==> src/rtl/fifo_wr_arbiter.sv <==
// Round-robin arbiter sharing one FIFO write port among several valid/ready producers.
// Grants last up to G_BURST beats and never write into a full FIFO.
module fifo_wr_arbiter #(
    parameter int G_WIDTH   = 8,
    parameter int G_NUM_REQ = 4,
    parameter int G_BURST   = 4
) (
    input  logic                         i_clk,
    input  logic                         i_rst_n,
    input  logic [G_NUM_REQ-1:0]         i_req_valid,
    input  logic [G_NUM_REQ*G_WIDTH-1:0] i_req_data,
    output logic [G_NUM_REQ-1:0]         o_req_ready,
    output logic [G_NUM_REQ-1:0]         o_gnt,
    output logic                         o_busy,
    output logic                         o_fifo_wr,
    output logic [G_WIDTH-1:0]           o_fifo_data,
    input  logic                         i_fifo_full
);

    localparam int PTR_W = $clog2(G_NUM_REQ);
    localparam int CNT_W = $clog2(G_BURST + 1);

    typedef enum logic {IDLE, GRANT} state_t;

    state_t                 r_state, nxt_state;
    logic [G_NUM_REQ-1:0]   r_gnt, nxt_gnt;
    logic [PTR_W-1:0]       r_ptr, nxt_ptr;
    logic [CNT_W-1:0]       r_cnt, nxt_cnt;

    logic [PTR_W-1:0]       gnt_idx;
    logic [G_WIDTH-1:0]     data_mux;
    logic                   gnt_valid;
    logic                   beat;
    logic                   burst_done;

    // First valid requester after p, wrapping round and ending at p itself.
    function automatic logic [G_NUM_REQ-1:0] select_next(
        input logic [PTR_W-1:0]     p,
        input logic [G_NUM_REQ-1:0] v
    );
        logic [G_NUM_REQ-1:0] sel;
        logic [PTR_W-1:0]     idx;
        logic                 found;
        sel   = '0;
        found = 1'b0;
        for (int i = 1; i <= G_NUM_REQ; i++) begin
            idx = PTR_W'((int'(p) + i) % G_NUM_REQ);
            if (!found && v[idx]) begin
                sel[idx] = 1'b1;
                found    = 1'b1;
            end
        end
        return sel;
    endfunction

    assign o_req_ready = r_gnt & {G_NUM_REQ{~i_fifo_full}};
    assign beat        = |(i_req_valid & o_req_ready);
    assign o_fifo_wr   = beat;
    assign o_fifo_data = data_mux;
    assign o_gnt       = r_gnt;
    assign o_busy      = (r_state == GRANT);
    assign gnt_valid   = |(i_req_valid & r_gnt);
    assign burst_done  = beat && ((r_cnt + CNT_W'(1)) == CNT_W'(G_BURST));

    always_comb begin
        gnt_idx  = '0;
        data_mux = '0;
        for (int k = 0; k < G_NUM_REQ; k++) begin
            if (r_gnt[k]) begin
                gnt_idx  = PTR_W'(k);
                data_mux = i_req_data[k*G_WIDTH +: G_WIDTH];
            end
        end
    end

    always_comb begin
        nxt_state = r_state;
        nxt_gnt   = r_gnt;
        nxt_ptr   = r_ptr;
        nxt_cnt   = r_cnt;
        case (r_state)
            IDLE: begin
                nxt_gnt = '0;
                if (|i_req_valid) begin
                    nxt_gnt   = select_next(r_ptr, i_req_valid);
                    nxt_cnt   = '0;
                    nxt_state = GRANT;
                end
            end
            GRANT: begin
                // Release on burst limit or on the grantee dropping valid; rotate from the grantee.
                if (burst_done || !gnt_valid) begin
                    nxt_ptr = gnt_idx;
                    nxt_cnt = '0;
                    nxt_gnt = select_next(gnt_idx, i_req_valid);
                    if (!(|i_req_valid)) begin
                        nxt_state = IDLE;
                    end
                end else if (beat) begin
                    nxt_cnt = r_cnt + CNT_W'(1);
                end
            end
            default: begin
                nxt_state = IDLE;
                nxt_gnt   = '0;
            end
        endcase
    end

    always_ff @(posedge i_clk or negedge i_rst_n) begin
        if (!i_rst_n) begin
            r_state <= IDLE;
            r_gnt   <= '0;
            r_ptr   <= PTR_W'(G_NUM_REQ - 1);
            r_cnt   <= '0;
        end else begin
            r_state <= nxt_state;
            r_gnt   <= nxt_gnt;
            r_ptr   <= nxt_ptr;
            r_cnt   <= nxt_cnt;
        end
    end

endmodule

==> config.mk <==
export PLATFORM = sky130hd
export DESIGN_NAME = fifo_wr_arbiter
export DESIGN_NICKNAME = d
export VERILOG_FILES = /design/src/rtl/fifo_wr_arbiter.sv
export SDC_FILE = /design/constraint.sdc
export NUM_CORES = 1
export LEC_CHECK = 0
export CORE_MARGIN = 4
export CORE_UTILIZATION = 44
export CTS_BUF_LIST = sky130_fd_sc_hd__clkbuf_8 sky130_fd_sc_hd__clkbuf_16
export DETAILED_ROUTE_END_ITERATION = 8
export GPL_TIMING_DRIVEN = 0
export PLACE_DENSITY_LB_ADDON = 0.2
export SLEW_MARGIN = 10
export SYNTH_ARGS = -nofsm -noshare
export SYNTH_HDL_FRONTEND = slang
export SYNTH_SLANG_ARGS = --single-unit
==> constraint.sdc <==
create_clock -name i_clk -period 2.95 [get_ports i_clk]
set_input_delay 0.7375 -clock i_clk [delete_from_list [all_inputs] [get_ports i_clk]]
set_output_delay 0.7375 -clock i_clk [all_outputs]
set_load 0.01 [all_outputs]
==> results.md <==
Power:
- The worst-case IR drop observed on VDD is ~0.50 mV.
- The power density of the placed cells is 935 nW/µm².
- In this run the static leakage power is between 0.9 and 1 nW.

Critical path:
- The setup path with the least slack is of type input port to output pin.
- The largest stage delay on the critical path is 0.49 ns.
- The sort of element at the start of the critical path is an input port.
- The worst setup path is captured at an output pin.
- Data arrives at the worst endpoint at 2.15 ns.
- In this run the worst path has a maximum fanout of 1.
- The cell family with the largest share of critical-path delay is buffers and inverters.
- Walking the worst path, the cells encountered are clkdlybuf4s50_1, a22oi_1, nor2_1, a221o_1, clkdlybuf4s50_1.
- The slowest stage cell on the critical path is sky130_fd_sc_hd__clkdlybuf4s50_1.
- Counting both buffers and inverters, the worst setup path holds a total of 2.
- The required time of the critical path is ~2.2 ns.
- The cell with the most instances on the worst path is sky130_fd_sc_hd__clkdlybuf4s50_1.

Cells and area:
- In the layout the commonest cells are sky130_fd_sc_hd__clkdlybuf4s50_1, sky130_fd_sc_hd__nor2_1, sky130_fd_sc_hd__inv_1, sky130_fd_sc_hd__nand2_1, sky130_fd_sc_hd__ha_1.
- The repair_antennas step left the layout with diodes totalling 0.
- The number of non-filler instances in the completed layout is 290.
- Relative to the synthesized area, the layout overhead comes to 48.1%.
- The library cell used most frequently in the layout, excluding fill and tap cells, is sky130_fd_sc_hd__clkdlybuf4s50_1.
- The final layout contains 299 nets.
- At the end of the flow the core is filled with cells to between 60 and 70%.
- The register cell area after layout is 254 µm².
- After filler insertion, the fill cell instance count of the layout stands at 290.
- The share of layout cells above drive strength 1 is 12.6%.
- The multi-input logic area is 1120 µm².

Run status:
- The flow ran to the end, and the final reports show no timing, DRC or antenna violations.

Yosys:
- After synthesis, the largest family of logic cells by area is compound AO/OA/AOI/OAI gates.
- The average instance area after synthesis is 7.75 µm².
- The arithmetic-cell share of the synthesized area counting full adders, half adders and majority gates is around 11%.
- The number of warnings printed during yosys synthesis is 0.
- The post-synthesis cell area is about 1500 µm².
- The synthesized-area fraction occupied by ao, oa, aoi and oai cells is 31.2%.
- The number of flops mapped to enable cells by yosys is 0.
- The share of flip-flops with an asynchronous set or reset is 100%.
- Synthesis produced 188 cells.
- Counting every net in the synthesized netlist gives 240.
- The portion of the post-synthesis area used by sequential elements is about 17%.
- The simple-gate share of the synthesized area is between 20% and 30%.
- Counting distinct cell types in the post-synthesis netlist gives 46.
- The multiplexer share of the synthesized area is 8.93%.
- The most used flip-flop cell after synthesis is sky130_fd_sc_hd__dfrtp_1.
- The synthesized netlist devotes 0% of its cell area to XOR and XNOR gates.
- The post-synthesis sequential element count is 10.

GRT:
- The total overflow left after global routing is 0.
- For this run, the total global-route usage over all layers was measured as approximately 22%.
- The global-route wire length before repair is 7580 µm.
- Entering global routing, the biggest net connects 12 pins.
- The number of antenna violations at the first check in global routing is 0.
- The via count of the first global-routing pass is 1504.

Placed design:
- At the end of routability-driven placement, the weighted congestion stood at 0.977.
- At the placement stage, the worst setup path has a slack of -0.295 ns.
- The post-DP HPWL is around 3800 µm.
- The total placed cells including tap cells is 288.
- Buffers placed on the I/O ports in this run total 56.

Drt:
- After the first detailed-routing iteration, the DRC count stood at 71.
- The iteration count of the initial detailed-routing pass is 4.
- The per-cell routed wire length is roughly 16 µm.
- In this run the remaining antenna-violating nets after routing total 0.
- The via count of the routed design is 1704.
- The detailed-route vias per instance is 5.88.
- The sum of routed wire length over all layers is 4760 µm.
- The total DRC errors in the routed layout is 0.

CTS:
- The maximum level of the CTS H-tree is 1.
- The clock buffer count from CTS is 3.
- After clock tree synthesis, the clock-pin slew on the worst setup and hold paths is 0.04 ns.
- The clock insertion delay at the later pin of the skew report is 0.23 ns.
- In this run the deepest clock path goes through 2 buffers.
- The TritonCTS clock tree is done.
- Clock tree synthesis selected as its root buffer the cell sky130_fd_sc_hd__clkbuf_8.
- The CTS sink count is 10.

Timing:
- The minimum clock period is about 2.9 ns.
- The maximum clock frequency is 0.346 GHz.
- The hold violation total from the final report was 0.
- The number of pins exceeding their max-slew limit in the final report is 0.
- The minimum setup slack in the final design is 0.0578 ns.
- Setup violations remaining at the end of the flow were counted as 0.
- On the final layout, the worst hold slack is a little under 0.5 ns.
- Measured against its own limit, the worst slew margin works out to 70.0%.
- The final sum of negative setup slack is 0 ns.
- The post-route clock skew is 0.00141 ns.
- The final critical path takes up 98.0% of the cycle.
- At the pin with the least slew margin, the transition time is 0.447 ns.

Job:
- Across the run, the number of max-cap violations was 0.

Floorplan:
- The floorplan has 20 rows.
- The die boundary height is approximately 66 µm.
- The die covers 4300 µm².
- The count of pins on the block boundary is 57.
- The die width is between 60 and 70 µm.
- For this configuration, the core starts out at a cell density of 47.0%.
- The standard cell core area is 3100 µm².

Min path:
- The type of the most critical hold path is register to register.
[cell usage after synthesis (2+ instances only)]
| master | n | area, µm² |
|---|---|---|
| sky130_fd_sc_hd__a221o_1 | 10 | 100 |
| sky130_fd_sc_hd__a21boi_0 | 2 | 15.0 |
| sky130_fd_sc_hd__nand4_1 | 7 | 43.8 |
| sky130_fd_sc_hd__or3_1 | 2 | 12.5 |
| sky130_fd_sc_hd__a32o_1 | 2 | 20.0 |
| sky130_fd_sc_hd__a22o_1 | 2 | 17.5 |
| sky130_fd_sc_hd__nor2b_1 | 10 | 62.6 |
| sky130_fd_sc_hd__o31ai_1 | 2 | 15.0 |
| sky130_fd_sc_hd__a32oi_1 | 2 | 17.5 |
| sky130_fd_sc_hd__dfstp_2 | 2 | 52.6 |
| sky130_fd_sc_hd__a22oi_1 | 9 | 67.6 |
| sky130_fd_sc_hd__mux2_2 | 2 | 22.5 |
| sky130_fd_sc_hd__o2111ai_1 | 2 | 17.5 |
| sky130_fd_sc_hd__mux2i_1 | 4 | 40.0 |
| sky130_fd_sc_hd__inv_1 | 13 | 48.8 |
| sky130_fd_sc_hd__o21ai_1 | 2 | 10.0 |
| sky130_fd_sc_hd__dfrtp_1 | 8 | 200 |
| sky130_fd_sc_hd__nor2_1 | 19 | 71.3 |
| sky130_fd_sc_hd__a211oi_1 | 2 | 15.0 |
| sky130_fd_sc_hd__clkbuf_1 | 12 | 45.0 |
| sky130_fd_sc_hd__nor3_1 | 3 | 15.0 |
| sky130_fd_sc_hd__a21oi_1 | 9 | 45.0 |
| sky130_fd_sc_hd__o221ai_1 | 3 | 26.3 |
| sky130_fd_sc_hd__and2_1 | 2 | 12.5 |
| sky130_fd_sc_hd__or4_1 | 2 | 15.0 |
| sky130_fd_sc_hd__ha_1 | 13 | 163 |
| sky130_fd_sc_hd__mux4_2 | 3 | 67.6 |
| sky130_fd_sc_hd__nand2_1 | 14 | 52.6 |
| sky130_fd_sc_hd__o21ai_0 | 8 | 40.0 |
[area by class of cell]
cell class,instances,area share (%)
Clock buffer,3,1.91
Buffer,8,2.20
Inverter,14,2.43
Sequential cell,10,11.8
Tap cell,44,2.55
Timing Repair Buffer,59,27.2
Multi-Input combinational cell,151,51.7
Clock inverter,1,0.174
[metal layers]
layer  track usage (%)  vias to the layer above  part of all wire (%)
li1                  -                      825                     -
met1              33.5                      803                    45
met2              34.4                       72                    48
met3              1.54                        4                   6.5
met4              3.63                        0                  0.65
met5                 0                        -                     0
[path summary, 6_finish.rpt]
| path | slack (ns) | from | depth (start not counted) | end |
|---|---|---|---|---|
| max reg2reg | 0.19 | o_gnt[3] | 9 | o_gnt[2] |
| min | 0.49 | r_cnt[2] | 2 | r_cnt[2] |
| min reg2reg | 0.49 | r_cnt[2] | 2 | r_cnt[2] |
| max | 0.06 | i_req_data[16] | 5 | o_fifo_data[0] |
| min in group asynchronous | 0.80 | i_rst_n | 1 | o_busy |
| max in group asynchronous | 1.83 | i_rst_n | 1 | r_ptr[0] |
[worst reg2reg max path, delay by kind of cell (launching register included)]
kind | cells | cell delay, ns
and+or+nand+nor | 2 | 0.66
buffers and inverters | 2 | 0.31
AOI/OAI and AO/OA | 4 | 0.95
DFF | 1 | 0.41
adders and majority gates | 1 | 0.30
[stage by stage]
stage / total power [mW] / instance area, µm²
after floorplan: 1.31 / 1460
after global placement: 1.80 / 2070
after detailed placement: 1.83 / 2070
after CTS: 1.98 / 2110
after global routing: 2.17 / 2160
final: 2.02 / 2160
[power by group]
group          internal, mW  switching (mW)  total (mW)  leakage (nW)
registers             0.202          0.0806       0.282         0.121
logic                 0.755           0.844        1.60         0.791
clock network        0.0904          0.0468       0.137        0.0269
[logic make-up after synthesis]
group,after synthesis
compound gates,61
buf+inv,27
flops,10
simple gates,68
mux,9
fa+ha+maj,13
[timing repair]
action,4_1_cts,5_1_grt
hold endpoints to repair,0,0
hold buffers,0,0
gates resized for setup,12,13
buffers inserted,0,3
setup endpoints to repair,10,13
[state kept, by name, summed over array words and instances, names as in the netlist]
name,count
o_gnt,4
r_cnt,3
r_ptr,2
o_busy,1
Power figures use the tool's default switching activity.
